**src/rtl/pipeline_stall_controller_pkg.sv**
```systemverilog
// ---------------------------------------------------------------------------
// pipeline_pkg
//
// Shared definitions for the pipeline stall controller of the 20-bit
// pipelined processor:
//   - opcode constants the controller decodes (OP_LD, OP_ST, OP_BRZ)
//   - the controller FSM state enum
//   - default parameter values used by the interface and the modules
//   - a packed bundle of all per-stage control bits, with named constant
//     patterns for each hazard response
// ---------------------------------------------------------------------------
package pipeline_pkg;

    // Default parameter values.
    localparam int OPCODE_W_DEF    = 4;
    localparam int REG_ADDR_W_DEF  = 3;
    localparam int MEM_TIMEOUT_DEF = 64;
    localparam int STALL_CNT_W_DEF = 16;

    // Opcodes recognised by the controller.
    localparam logic [3:0] OP_LD  = 4'b0001;
    localparam logic [3:0] OP_ST  = 4'b0010;
    localparam logic [3:0] OP_BRZ = 4'b1000;

    // Controller FSM states.
    typedef enum logic {
        RUN      = 1'b0,
        MEM_WAIT = 1'b1
    } state_t;

    // All pipeline-register controls in one packed word, so that each hazard
    // response below reads as a single pattern.
    typedef struct packed {
        logic pc_en;
        logic if_id_en;
        logic id_ex_en;
        logic ex_mem_en;
        logic mem_wb_en;
        logic if_id_flush;
        logic id_ex_flush;
        logic mem_wb_flush;
    } ctrl_t;

    //                                    enables  flushes
    //                                    PIIEM    IIM
    // Free-running pipe: everything advances, nothing cleared.
    localparam ctrl_t CTRL_RUN      = 8'b11111_000;
    // Held in reset: nothing loads, every clearable register is bubbled.
    localparam ctrl_t CTRL_RESET    = 8'b00000_111;
    // Memory not ready: whole pipe frozen, MEM/WB receives a bubble.
    localparam ctrl_t CTRL_FREEZE   = 8'b00000_001;
    // Taken branch: PC loads the target, the two younger instructions die.
    localparam ctrl_t CTRL_BRANCH   = 8'b11111_110;
    // Load-use: PC and IF/ID hold, a bubble enters ID/EX, older stages move.
    localparam ctrl_t CTRL_LOAD_USE = 8'b00111_010;
    // Memory timeout: pipe resumes but the failed access never writes back.
    localparam ctrl_t CTRL_TIMEOUT  = 8'b11111_001;

    // True when the MEM-stage opcode performs a data-memory access.
    function automatic logic is_mem_access(input logic [3:0] opcode);
        return (opcode == OP_LD) || (opcode == OP_ST);
    endfunction

endpackage : pipeline_pkg

```
**src/rtl/pipeline_stall_controller_if.sv**
```systemverilog
// ---------------------------------------------------------------------------
// pipeline_stall_controller_if
//
// Bundles every signal exchanged between the stall controller and the
// datapath.
//   master : the stall controller (reads stage status, drives controls)
//   slave  : the datapath (drives stage status, obeys controls)
//
// Status (datapath -> controller):
//   id_opcode, id_rs, id_rt, id_rs_used, id_rt_used  instruction in ID
//   ex_opcode, ex_rd, branch_taken                    instruction in EX
//   mem_opcode, mem_ready                             instruction in MEM
// Controls (controller -> datapath):
//   pc_en, if_id_en, id_ex_en, ex_mem_en, mem_wb_en   register load enables
//   if_id_flush, id_ex_flush, mem_wb_flush            synchronous bubble
//   mem_error                                         sticky memory timeout
//   stall_cycles                                      cycles with pc_en=0
// ---------------------------------------------------------------------------
interface pipeline_stall_controller_if #(
    parameter int OPCODE_W    = pipeline_pkg::OPCODE_W_DEF,
    parameter int REG_ADDR_W  = pipeline_pkg::REG_ADDR_W_DEF,
    parameter int STALL_CNT_W = pipeline_pkg::STALL_CNT_W_DEF
) ();

    // ID stage
    logic [OPCODE_W-1:0]    id_opcode;
    logic [REG_ADDR_W-1:0]  id_rs;
    logic [REG_ADDR_W-1:0]  id_rt;
    logic                   id_rs_used;
    logic                   id_rt_used;

    // EX stage
    logic [OPCODE_W-1:0]    ex_opcode;
    logic [REG_ADDR_W-1:0]  ex_rd;
    logic                   branch_taken;

    // MEM stage
    logic [OPCODE_W-1:0]    mem_opcode;
    logic                   mem_ready;

    // Pipeline-register controls
    logic                   pc_en;
    logic                   if_id_en;
    logic                   id_ex_en;
    logic                   ex_mem_en;
    logic                   mem_wb_en;
    logic                   if_id_flush;
    logic                   id_ex_flush;
    logic                   mem_wb_flush;

    // Status
    logic                   mem_error;
    logic [STALL_CNT_W-1:0] stall_cycles;

    modport master (
        input  id_opcode, id_rs, id_rt, id_rs_used, id_rt_used,
        input  ex_opcode, ex_rd, branch_taken,
        input  mem_opcode, mem_ready,
        output pc_en, if_id_en, id_ex_en, ex_mem_en, mem_wb_en,
        output if_id_flush, id_ex_flush, mem_wb_flush,
        output mem_error, stall_cycles
    );

    modport slave (
        output id_opcode, id_rs, id_rt, id_rs_used, id_rt_used,
        output ex_opcode, ex_rd, branch_taken,
        output mem_opcode, mem_ready,
        input  pc_en, if_id_en, id_ex_en, ex_mem_en, mem_wb_en,
        input  if_id_flush, id_ex_flush, mem_wb_flush,
        input  mem_error, stall_cycles
    );

endinterface : pipeline_stall_controller_if

```
**src/rtl/pipeline_stall_controller_hazard_detect.sv**
```systemverilog
// ---------------------------------------------------------------------------
// pipeline_hazard_detect
//
// Purely combinational load-use comparator. A load sitting in EX produces its
// data too late for the instruction in ID if that instruction reads the
// load's destination register. Register 0 gets no special treatment: a match
// on it still counts as a hazard.
//
// Ports:
//   ex_opcode   in   opcode of the instruction in EX
//   ex_rd       in   destination register of the instruction in EX
//   id_rs/rt    in   source registers of the instruction in ID
//   id_rs_used  in   id_rs is really read by the ID instruction
//   id_rt_used  in   id_rt is really read by the ID instruction
//   load_use    out  hazard present this cycle
// ---------------------------------------------------------------------------
module pipeline_hazard_detect
    import pipeline_pkg::*;
#(
    parameter int OPCODE_W   = OPCODE_W_DEF,
    parameter int REG_ADDR_W = REG_ADDR_W_DEF
) (
    input  logic [OPCODE_W-1:0]   ex_opcode,
    input  logic [REG_ADDR_W-1:0] ex_rd,
    input  logic [REG_ADDR_W-1:0] id_rs,
    input  logic [REG_ADDR_W-1:0] id_rt,
    input  logic                  id_rs_used,
    input  logic                  id_rt_used,
    output logic                  load_use
);

    logic ex_is_load;
    logic rs_match;
    logic rt_match;

    assign ex_is_load = (ex_opcode == OPCODE_W'(OP_LD));
    assign rs_match   = id_rs_used && (id_rs == ex_rd);
    assign rt_match   = id_rt_used && (id_rt == ex_rd);
    assign load_use   = ex_is_load && (rs_match || rt_match);

endmodule : pipeline_hazard_detect

```
**src/rtl/pipeline_stall_controller.sv**
```systemverilog
// ---------------------------------------------------------------------------
// pipeline_stall_controller
//
// Generates the load enables and synchronous clears of the PC, IF/ID, ID/EX,
// EX/MEM and MEM/WB registers. Three hazards are handled:
//   - load-use      : one bubble into ID/EX while PC and IF/ID hold
//   - taken branch  : IF/ID and ID/EX flushed in the resolving cycle
//   - memory wait   : whole pipe frozen until mem_ready, with a timeout that
//                     sets a sticky mem_error and drops the failed writeback
//
// The controls are a Mealy function of the registered FSM state and the
// current stage status; FSM state, timeout counter, mem_error and the stall
// statistics counter are registered.
//
// Ports:
//   clock  in  system clock, rising edge
//   reset  in  synchronous, active-high; forces every register to bubble
//   bus    master side of pipeline_stall_controller_if (stage status in,
//          pipeline-register controls and status out)
// ---------------------------------------------------------------------------
module pipeline_stall_controller
    import pipeline_pkg::*;
#(
    parameter int OPCODE_W    = OPCODE_W_DEF,
    parameter int REG_ADDR_W  = REG_ADDR_W_DEF,
    parameter int MEM_TIMEOUT = MEM_TIMEOUT_DEF,
    parameter int STALL_CNT_W = STALL_CNT_W_DEF
) (
    input  logic                        clock,
    input  logic                        reset,
    pipeline_stall_controller_if.master bus
);

    // Wide enough to hold MEM_TIMEOUT-1, the last count before giving up.
    localparam int                TO_W         = $clog2(MEM_TIMEOUT + 1);
    localparam logic [TO_W-1:0]   TIMEOUT_LAST = TO_W'(MEM_TIMEOUT - 1);
    localparam logic [STALL_CNT_W-1:0] STALL_MAX = '1;

    state_t                 state;
    logic [TO_W-1:0]        to_cnt;
    logic                   mem_error_q;
    logic [STALL_CNT_W-1:0] stall_q;

    ctrl_t                  ctrl;
    logic                   mem_access;
    logic                   load_use;
    logic                   start_wait;
    logic                   wait_done;
    logic                   wait_timeout;

    // -----------------------------------------------------------------------
    // Load-use comparator
    // -----------------------------------------------------------------------
    pipeline_hazard_detect #(
        .OPCODE_W   (OPCODE_W),
        .REG_ADDR_W (REG_ADDR_W)
    ) u_hazard_detect (
        .ex_opcode  (bus.ex_opcode),
        .ex_rd      (bus.ex_rd),
        .id_rs      (bus.id_rs),
        .id_rt      (bus.id_rt),
        .id_rs_used (bus.id_rs_used),
        .id_rt_used (bus.id_rt_used),
        .load_use   (load_use)
    );

    assign mem_access = (bus.mem_opcode == OPCODE_W'(OP_LD)) ||
                        (bus.mem_opcode == OPCODE_W'(OP_ST));

    // -----------------------------------------------------------------------
    // Output decode and FSM transition events
    // -----------------------------------------------------------------------
    always_comb begin
        // NOTE: every signal driven here gets a default first, so no path
        // through the if/case tree leaves one unassigned and infers a latch.
        ctrl         = CTRL_RUN;
        start_wait   = 1'b0;
        wait_done    = 1'b0;
        wait_timeout = 1'b0;

        if (reset) begin
            ctrl = CTRL_RESET;
        end else begin
            unique case (state)
                RUN: begin
                    // A stalled memory access outranks everything: EX is
                    // frozen, so a branch or load-use there waits with it.
                    if (mem_access && !bus.mem_ready) begin
                        ctrl       = CTRL_FREEZE;
                        start_wait = 1'b1;
                    end else if (bus.branch_taken) begin
                        // The ID instruction is killed, so any load-use
                        // hazard it has is irrelevant.
                        ctrl = CTRL_BRANCH;
                    end else if (load_use) begin
                        ctrl = CTRL_LOAD_USE;
                    end
                end

                MEM_WAIT: begin
                    // Branch and load-use are ignored for the whole wait,
                    // including the completing cycle; they are re-evaluated
                    // in the first RUN cycle afterwards.
                    if (bus.mem_ready) begin
                        wait_done = 1'b1;
                    end else if (to_cnt == TIMEOUT_LAST) begin
                        ctrl         = CTRL_TIMEOUT;
                        wait_timeout = 1'b1;
                    end else begin
                        ctrl = CTRL_FREEZE;
                    end
                end

                default: ;
            endcase
        end
    end

    // -----------------------------------------------------------------------
    // FSM, timeout counter, sticky error and stall statistics
    // -----------------------------------------------------------------------
    always_ff @(posedge clock) begin
        // NOTE: state registers use non-blocking assignments so every
        // register samples the pre-edge values regardless of statement order.
        if (reset) begin
            state       <= RUN;
            to_cnt      <= '0;
            mem_error_q <= 1'b0;
            stall_q     <= '0;
        end else begin
            if (start_wait) begin
                // The first not-ready cycle was spent in RUN, so the count
                // already stands at one when the wait state is entered.
                state  <= MEM_WAIT;
                to_cnt <= TO_W'(1);
            end else if (wait_done || wait_timeout) begin
                state  <= RUN;
                to_cnt <= '0;
            end else if (state == MEM_WAIT) begin
                to_cnt <= to_cnt + TO_W'(1);
            end

            if (wait_timeout) begin
                mem_error_q <= 1'b1;
            end

            if (!ctrl.pc_en && (stall_q != STALL_MAX)) begin
                stall_q <= stall_q + STALL_CNT_W'(1);
            end
        end
    end

    // -----------------------------------------------------------------------
    // Outputs
    // -----------------------------------------------------------------------
    assign bus.pc_en        = ctrl.pc_en;
    assign bus.if_id_en     = ctrl.if_id_en;
    assign bus.id_ex_en     = ctrl.id_ex_en;
    assign bus.ex_mem_en    = ctrl.ex_mem_en;
    assign bus.mem_wb_en    = ctrl.mem_wb_en;
    assign bus.if_id_flush  = ctrl.if_id_flush;
    assign bus.id_ex_flush  = ctrl.id_ex_flush;
    assign bus.mem_wb_flush = ctrl.mem_wb_flush;
    assign bus.mem_error    = mem_error_q;
    assign bus.stall_cycles = stall_q;

endmodule : pipeline_stall_controller

```
**src/flat_wrapper.sv**
```systemverilog
// flat-port wrapper written by rule: the top's interface ports become plain ports
module pipeline_stall_controller_flat import pipeline_pkg::*;
#(
    parameter int OPCODE_W    = OPCODE_W_DEF,
    parameter int REG_ADDR_W  = REG_ADDR_W_DEF,
    parameter int MEM_TIMEOUT = MEM_TIMEOUT_DEF,
    parameter int STALL_CNT_W = STALL_CNT_W_DEF
)
  (clock, reset, bus_id_opcode, bus_id_rs, bus_id_rt, bus_id_rs_used, bus_id_rt_used, bus_ex_opcode, bus_ex_rd, bus_branch_taken, bus_mem_opcode, bus_mem_ready, bus_pc_en, bus_if_id_en, bus_id_ex_en, bus_ex_mem_en, bus_mem_wb_en, bus_if_id_flush, bus_id_ex_flush, bus_mem_wb_flush, bus_mem_error, bus_stall_cycles);
  pipeline_stall_controller_if #(.OPCODE_W(OPCODE_W), .REG_ADDR_W(REG_ADDR_W), .STALL_CNT_W(STALL_CNT_W)) bus_i ();
  input  logic clock;
  input  logic reset;
  input wire logic [$bits(bus_i.id_opcode)-1:0] bus_id_opcode;
  input wire logic [$bits(bus_i.id_rs)-1:0] bus_id_rs;
  input wire logic [$bits(bus_i.id_rt)-1:0] bus_id_rt;
  input wire logic [$bits(bus_i.id_rs_used)-1:0] bus_id_rs_used;
  input wire logic [$bits(bus_i.id_rt_used)-1:0] bus_id_rt_used;
  input wire logic [$bits(bus_i.ex_opcode)-1:0] bus_ex_opcode;
  input wire logic [$bits(bus_i.ex_rd)-1:0] bus_ex_rd;
  input wire logic [$bits(bus_i.branch_taken)-1:0] bus_branch_taken;
  input wire logic [$bits(bus_i.mem_opcode)-1:0] bus_mem_opcode;
  input wire logic [$bits(bus_i.mem_ready)-1:0] bus_mem_ready;
  output wire logic [$bits(bus_i.pc_en)-1:0] bus_pc_en;
  output wire logic [$bits(bus_i.if_id_en)-1:0] bus_if_id_en;
  output wire logic [$bits(bus_i.id_ex_en)-1:0] bus_id_ex_en;
  output wire logic [$bits(bus_i.ex_mem_en)-1:0] bus_ex_mem_en;
  output wire logic [$bits(bus_i.mem_wb_en)-1:0] bus_mem_wb_en;
  output wire logic [$bits(bus_i.if_id_flush)-1:0] bus_if_id_flush;
  output wire logic [$bits(bus_i.id_ex_flush)-1:0] bus_id_ex_flush;
  output wire logic [$bits(bus_i.mem_wb_flush)-1:0] bus_mem_wb_flush;
  output wire logic [$bits(bus_i.mem_error)-1:0] bus_mem_error;
  output wire logic [$bits(bus_i.stall_cycles)-1:0] bus_stall_cycles;
  assign bus_i.id_opcode = bus_id_opcode;
  assign bus_i.id_rs = bus_id_rs;
  assign bus_i.id_rt = bus_id_rt;
  assign bus_i.id_rs_used = bus_id_rs_used;
  assign bus_i.id_rt_used = bus_id_rt_used;
  assign bus_i.ex_opcode = bus_ex_opcode;
  assign bus_i.ex_rd = bus_ex_rd;
  assign bus_i.branch_taken = bus_branch_taken;
  assign bus_i.mem_opcode = bus_mem_opcode;
  assign bus_i.mem_ready = bus_mem_ready;
  assign bus_pc_en = bus_i.pc_en;
  assign bus_if_id_en = bus_i.if_id_en;
  assign bus_id_ex_en = bus_i.id_ex_en;
  assign bus_ex_mem_en = bus_i.ex_mem_en;
  assign bus_mem_wb_en = bus_i.mem_wb_en;
  assign bus_if_id_flush = bus_i.if_id_flush;
  assign bus_id_ex_flush = bus_i.id_ex_flush;
  assign bus_mem_wb_flush = bus_i.mem_wb_flush;
  assign bus_mem_error = bus_i.mem_error;
  assign bus_stall_cycles = bus_i.stall_cycles;
  pipeline_stall_controller #(.OPCODE_W(OPCODE_W), .REG_ADDR_W(REG_ADDR_W), .MEM_TIMEOUT(MEM_TIMEOUT), .STALL_CNT_W(STALL_CNT_W)) u_core (.clock(clock), .reset(reset), .bus(bus_i));
endmodule
```
**config.mk**
```make
export PLATFORM = sky130hd
export DESIGN_NAME = pipeline_stall_controller_flat
export DESIGN_NICKNAME = d
export VERILOG_FILES = /design/src/rtl/pipeline_stall_controller_pkg.sv /design/src/rtl/pipeline_stall_controller_if.sv /design/src/rtl/pipeline_stall_controller_hazard_detect.sv /design/src/rtl/pipeline_stall_controller.sv /design/src/flat_wrapper.sv
export SDC_FILE = /design/constraint.sdc
export NUM_CORES = 1
export LEC_CHECK = 0
export CORE_MARGIN = 1
export CORE_UTILIZATION = 43
export CTS_CLUSTER_SIZE = 16
export DETAILED_ROUTE_END_ITERATION = 6
export PLACE_DENSITY = 0.84
export SETUP_SLACK_MARGIN = 0.02
export SLEW_MARGIN = 20
export SYNTH_ARGS = -nofsm -noshare
export SYNTH_HDL_FRONTEND = slang
export SYNTH_HIERARCHICAL = 1
export SYNTH_SLANG_ARGS = --single-unit
```
**constraint.sdc**
```tcl
create_clock -name clock -period 2.6 [get_ports clock]
set_input_delay 0.52 -clock clock [delete_from_list [all_inputs] [get_ports clock]]
set_output_delay 0.52 -clock clock [all_outputs]
set_load 0.01 [all_outputs]
```
==> flow_summary_export.csv, run 1 <==
group,metric,value,unit
synthesis,avgSynthCellArea,8.29,um2
worst_setup_path,cpLargestDelayFamily,"buffers and inverters",
status,status,"finished with violations",
place,place_congestion,0.787,
pwr,power_switching,0.000175,W
flow_run,drv_cap,0,
detailed_routing,drtPass1Iterations,7,
sta,fmax,388,MHz
sta,slew_headroom,67.3,%
sta,tightest_slew,490,ps
synthesis,synth-edff-count,0,
synthesis,ys_types,33,
cells_and_area,final_cell_area,1940,um2
clocking,cts.path.max_buffers,2,
worst_setup_path,critical_path_class,"in2out",
detailed_routing,initialDrtViolationCount,43,
synthesis,ys_ff_latch,25,
pwr,internal-power,0.000520,W
place,preCtsSetupSlack,-425,ps
sta,rsz0062_at_grt,"true",
pwr,power_frac_seq,56.7,%
place,placement.cell_area,1880,um2
worst_setup_path,path_cells,"clkdlybuf4s50_1 -> xnor2_2 -> nor3_2 -> buf_4 -> or4_4 -> inv_2 -> buf_2",
global_routing,grt_start_max_net_pins,24,
pwr,switching_share,25.1,%
cells_and_area,drive_above_1_share,16.2,%
pwr,ir_worst_vdd,0.300,mV
sta,tns,0,ps
synthesis,async_flop_share,0,%
synthesis,netlist_area,1340,um2
global_routing,first_global_vias,1305,
pwr,clockPowerShare,24.6,%
hold_path,hold_class,"reg2reg",
global_routing,grt_overflow,0,
global_routing,antenna_found_initial,0,
hold_path,hp-start,"u_core/bus.mem_error$_SDFFE_PP0P_",
clocking,cts_hold_buf,0,
cells_and_area,layoutNonFillerInstCount,247,
pwr,leakage,0.802,nW
worst_setup_path,max_stage_delay,510,ps
clocking,clk_latency,320,ps
worst_setup_path,endpoint_kind,"output pin",
pwr,powerDensity,359,nW/um2
sta,drv_slew,0,
worst_setup_path,cp_slowest_cell,"clkdlybuf4s50_1",
clocking,clock-sinks,25,
detailed_routing,finalWirelength,3220,um
sta,fin_crit,2580,ps
floorplanning,fp.coreArea,2850,um2
cells_and_area,final_net_count,246,
clocking,tritoncts,"built",
sta,fin_skew,20.9,ps
sta,setup-violations-final,0,
detailed_routing,vias,1298,
status,violations,"DRC",
floorplanning,die_y,57.9,um
place,hpwl,2430,um
worst_setup_path,critPathLaunch,"bus_mem_opcode[0]",
floorplanning,io-pin-count,52,
worst_setup_path,r2r-start,"u_core/to_cnt[1]$_SDFFE_PP0P_",
cells_and_area,layout_common_cells,"nor2_1, clkdlybuf4s50_1, dfxtp_1, xor2_1, buf_4",
sta,final_hold_viol_count,0,
cells_and_area,area_growth,44.3,%
sta,finalCritPeriodShare,99.1,%
clocking,clk_pin_slew,120,ps
sta,setup_ws,23.3,ps
synthesis,yosysWarningCount,6,
worst_setup_path,critPathLaunchType,"input port",
clocking,cts_max_level,1,
floorplanning,core.rowCount,19,
clocking,cts-root-buf,"clkbuf_4",
synthesis,synth_fp_nets,191,
global_routing,track_usage,20.8,%
detailed_routing,ant_nets,0,
worst_setup_path,cp_max_fo,2,
worst_setup_path,crit_arrival,2060,ps
floorplanning,initial_core_util,47.1,%
synthesis,ys_seq_area_share,37.3,%
detailed_routing,wire_per_inst,13.0,um
cells_and_area,layout_commonest_cell,"nor2_1",
floorplanning,die_x,57.9,um
detailed_routing,drcViolationCount,3,
worst_setup_path,cp.required,2080,ps
cells_and_area,diodes,0,
synthesis,synth_ff_type,"dfxtp_1",
detailed_routing,viasPerCell,5.26,
worst_setup_path,critPathBufInv,4,
clocking,cts_buffers,3,
floorplanning,die_area,3350,um2
global_routing,grt_pass1_wl,5520,um
place,io_buffers,47,
synthesis,synthCells,162,
place,dp_cells,242,
pwr,power_frac_comb,18.7,%
kinds of logic (layout without fill, tap and decap cells):
| kind of cell | after synthesis | in the layout | synth area share (%) |
|---|---|---|---|
| compound gates | 10 | 10 | 4.47 |
| mux | 2 | 2 | 1.49 |
| buf+inv | 15 | 69 | 6.43 |
| xor+xnor | 25 | 25 | 16.3 |
| simple gates | 83 | 83 | 32.2 |
| flops | 25 | 25 | 37.3 |
| fa+ha+maj | 2 | 2 | 1.86 |
repair_timing:
action                     CTS  global route
setup endpoints to repair    8             8
resized for setup           30             8
hold endpoints to repair     0             0
setup buffers                1             0
pin swaps                    7             2
synth_stat cells (4+ instances only):
cell | count | area (um2)
inv_1 | 4 | 15.0
a21oi_1 | 5 | 25.0
xor2_1 | 15 | 131
nand3_1 | 8 | 40.0
xnor2_1 | 10 | 87.6
nand2_1 | 9 | 33.8
and3_1 | 6 | 37.5
nor2_1 | 33 | 124
nand4_1 | 10 | 62.6
dfxtp_1 | 25 | 500
worst register-to-register path, stage by stage, from the launching register on:
cell and delay [ps]:
dfxtp_2 370, ha_1 200, nand4b_1 130, o21a_1 220, or4_4 530, buf_4 210
nand2_1 90, buf_4 130, o21ai_0 100, a21oi_1 150
stage by stage:
stage / utilization (%) / hold slack, ps / total power [W]
floorplan: - / 476 / 0.000460
global placement: 65.8 / 460 / 0.000529
detailed placement: 65.8 / 480 / 0.000534
CTS: 67.6 / 512 / 0.000700
global route: 67.9 / 540 / 0.000728
finish: 67.9 / 511 / 0.000695
sequential cells by signal, indices dropped and copies added, names as in the netlist:
signal,count
u_core/bus.mem_error,1
u_core/to_cnt,7
u_core/bus.stall_cycles,16
u_core/state,1
worst paths after layout:
kind / to / slack, ps / cells after the start
max: bus_if_id_en / 20 / 7
min: u_core/bus.mem_error$_SDFFE_PP0P_ / 510 / 2
max reg2reg: u_core/bus.stall_cycles[11]$_SDFFE_PP0P_ / 420 / 9
min reg2reg: u_core/bus.mem_error$_SDFFE_PP0P_ / 510 / 2
power by group through the flow:
stage          Clock, W  Sequential [W]  Combinational (W)
2_1_floorplan         0        0.000403          0.0000569
3_3_place_gp          0        0.000402           0.000127
6_report       0.000171        0.000394           0.000130
4_1_cts        0.000176        0.000394           0.000130
3_5_place_dp          0        0.000402           0.000132
5_1_grt        0.000192        0.000395           0.000141
final cells by class:
class	count	area (um2)
fillers	248	916
multi-input cells	122	793
repair buffers	61	561
flip-flops and latches	25	502
well taps	31	38.8
clock buffers	3	22.5
inverters	4	15.0
clock inverters	1	5.00
metal layers:
metal	vias to the layer above	wire, um	GRT usage [%]
met4	0	32	6.46
met2	33	1720	39.2
met1	610	1340	22.9
met3	6	116	4.69
li1	649	-	-
met5	-	0	0
Power figures use the tool's default switching activity.
==> inputs of run 2 (changes only) <==
--- a/config.mk
+++ b/config.mk
@@ -9,6 +9,7 @@
 export CORE_UTILIZATION = 43
 export CTS_CLUSTER_SIZE = 16
 export DETAILED_ROUTE_END_ITERATION = 6
+export GPL_TIMING_DRIVEN = 0
 export PLACE_DENSITY = 0.84
 export SETUP_SLACK_MARGIN = 0.02
 export SLEW_MARGIN = 20
==> run 2 against run 1 <==
  * The flow still finishes with violations (DRC)
  * Critical path depth rose by 1
  * First-iteration DRC count rose by 95%
  * Count of clock-buffer cells in the layout rose by 1
  * Register-to-register slack got worse by 20 ps
  * Sequential share of layout area fell by 0.51 points
  * Clock skew fell by 10 ps
  * Flip-flop and latch count did not move
  * Largest power group unchanged
  * Highest routed layer is now met3
==> flow_summary_export.csv, run 2 (synthesis results as in run 1) <==
group,metric,value,unit
sta,rsz0062_at_grt,"true",
detailed_routing,drcViolationCount,2,
sta,slew_headroom,69.4,%
sta,final_hold_viol_count,0,
global_routing,grt_overflow,0,
worst_setup_path,critPathLaunchType,"input port",
detailed_routing,drtPass1Iterations,7,
detailed_routing,finalWirelength,3430,um
clocking,cts_max_level,1,
worst_setup_path,path_cells,"clkdlybuf4s50_1 -> or3_4 -> buf_4 -> nor2_4 -> nor2_1 -> a21o_1 -> a21o_1 -> buf_2",
detailed_routing,vias,1319,
worst_setup_path,cp.required,2080,ps
clocking,clk_latency,310,ps
floorplanning,die_area,3350,um2
cells_and_area,diodes,0,
detailed_routing,viasPerCell,5.32,
cells_and_area,fillers,222,
sta,setup-violations-final,0,
cells_and_area,final_net_count,247,
cells_and_area,seqCellArea,503,um2
clocking,cts.path.max_buffers,2,
worst_setup_path,cp_max_fo,3,
detailed_routing,wl_met2,1860,um
worst_setup_path,r2r_slack,400,ps
clocking,cts-root-buf,"clkbuf_4",
sta,fin_crit,2550,ps
cells_and_area,multiInputGateArea,836,um2
floorplanning,core.rowCount,19,
global_routing,first_global_vias,1228,
place,hpwl,2400,um
detailed_routing,initialDrtViolationCount,84,
flow_run,drv_cap,0,
pwr,total_power,0.000695,W
detailed_routing,met3_length,180,um
cells_and_area,largest_reg_flops,16,
sta,finalCritPeriodShare,98.1,%
cells_and_area,drive_above_1_share,18.9,%
clocking,clk_pin_slew,130,ps
global_routing,grt_start_max_net_pins,16,
sta,drv_slew,0,
sta,fin_skew,10.9,ps
pwr,ir_worst_vdd,0.357,mV
worst_setup_path,endpoint_kind,"output pin",
cells_and_area,final_cell_area,1980,um2
clocking,cts_hold_buf,0,
global_routing,antenna_found_initial,0,
clocking,cts_buffers,3,
cells_and_area,layout_commonest_cell,"nor2_1",
place,dp_cells,240,
global_routing,track_usage,20.6,%
cells_and_area,layoutNonFillerInstCount,248,
sta,tightest_slew,460,ps
detailed_routing,drt-met1-wl,1380,um
floorplanning,initial_core_util,47.1,%
floorplanning,die_y,57.9,um
worst_setup_path,critical_path_class,"in2out",
status,status,"finished with violations",
status,violations,"DRC",
clocking,clock-sinks,25,
cells_and_area,area_growth,47.5,%
floorplanning,die_x,57.9,um
global_routing,grt_pass1_wl,5440,um
detailed_routing,dr.max_layer_used,"met3",
pwr,powerDensity,351,nW/um2
detailed_routing,ant_nets,0,
pwr,leakage,0.843,nW
sta,fmax,392,MHz
worst_setup_path,crit_arrival,2030,ps
worst_setup_path,max_stage_delay,400,ps
clocking,tritoncts,"built",
place,placement.cell_area,1850,um2
floorplanning,fp.coreArea,2850,um2
worst_setup_path,crit_top_cell,"a21o_1",
floorplanning,io-pin-count,52,
detailed_routing,wire_per_inst,13.8,um
hold_path,hold_class,"reg2reg",
cells_and_area,layout_common_cells,"nor2_1, dfxtp_1, clkdlybuf4s50_1, xor2_1, buf_4",
place,place_congestion,0.766,
worst_setup_path,cp_slowest_cell,"clkdlybuf4s50_1",
place,io_buffers,47,
[run 2: what timing repair did]
item	in CTS	in global routing
cloned	0	0
gates resized for setup	42	27
setup endpoints to repair	8	4
setup buffers	4	4
pin swaps	11	13
[run 2: path summary, 6_finish.rpt]
check                                                             start                                       end  cells past startpoint
worst min-delay path            u_core/bus.stall_cycles[1]$_SDFFE_PP0P_   u_core/bus.stall_cycles[1]$_SDFFE_PP0P_                      2
worst max-delay path                                  bus_mem_opcode[3]                           bus_id_ex_flush                      8
worst max register to register                u_core/state$_SDFFE_PP0P_  u_core/bus.stall_cycles[11]$_SDFFE_PP0P_                      9
worst min register to register  u_core/bus.stall_cycles[1]$_SDFFE_PP0P_   u_core/bus.stall_cycles[1]$_SDFFE_PP0P_                      2
[run 2: through the flow]
stage | hold WS, ps | util [%] | TNS, ps | setup slack, ps
floorplan | 476 | - | 0 | 154
global placement | 461 | 64.9 | -3060 | -765
detailed placement | 486 | 64.9 | -3430 | -787
CTS | 505 | 66.6 | -113 | -113
global route | 540 | 69.4 | 0 | 4.00
finish | 506 | 69.4 | 0 | 50.1
[run 2: per-layer routing]
metal	GRT usage, %	vias to the layer above
li1	-	654
met1	24.7	616
met2	37.9	49
met3	4.24	0
met4	4.08	0
met5	0	-
[run 2: layout make-up]
type | instances | share of cell area (%)
well taps | 31 | 1.96
inverters | 4 | 0.884
multi-input cells | 122 | 42.2
flip-flops and latches | 25 | 25.4
plain buffers | 8 | 2.15
clock buffers | 4 | 1.33
repair buffers | 54 | 26.1
[run 2: worst max-delay path, delay by kind of cell]
family	cells	cell delay [ps]
simple gates	3	500
compound gates	2	320
buf+inv	3	690
[run 2: report_power, final]
| group | leakage (nW) | switching, W | total [W] | internal (W) |
|---|---|---|---|---|
| Combinational | 0.626 | 0.0000611 | 0.000135 | 0.0000735 |
| Clock | 0.0150 | 0.000106 | 0.000166 | 0.0000600 |
| Sequential | 0.203 | 0.00000589 | 0.000394 | 0.000389 |
| Total | 0.843 | 0.000173 | 0.000695 | 0.000522 |
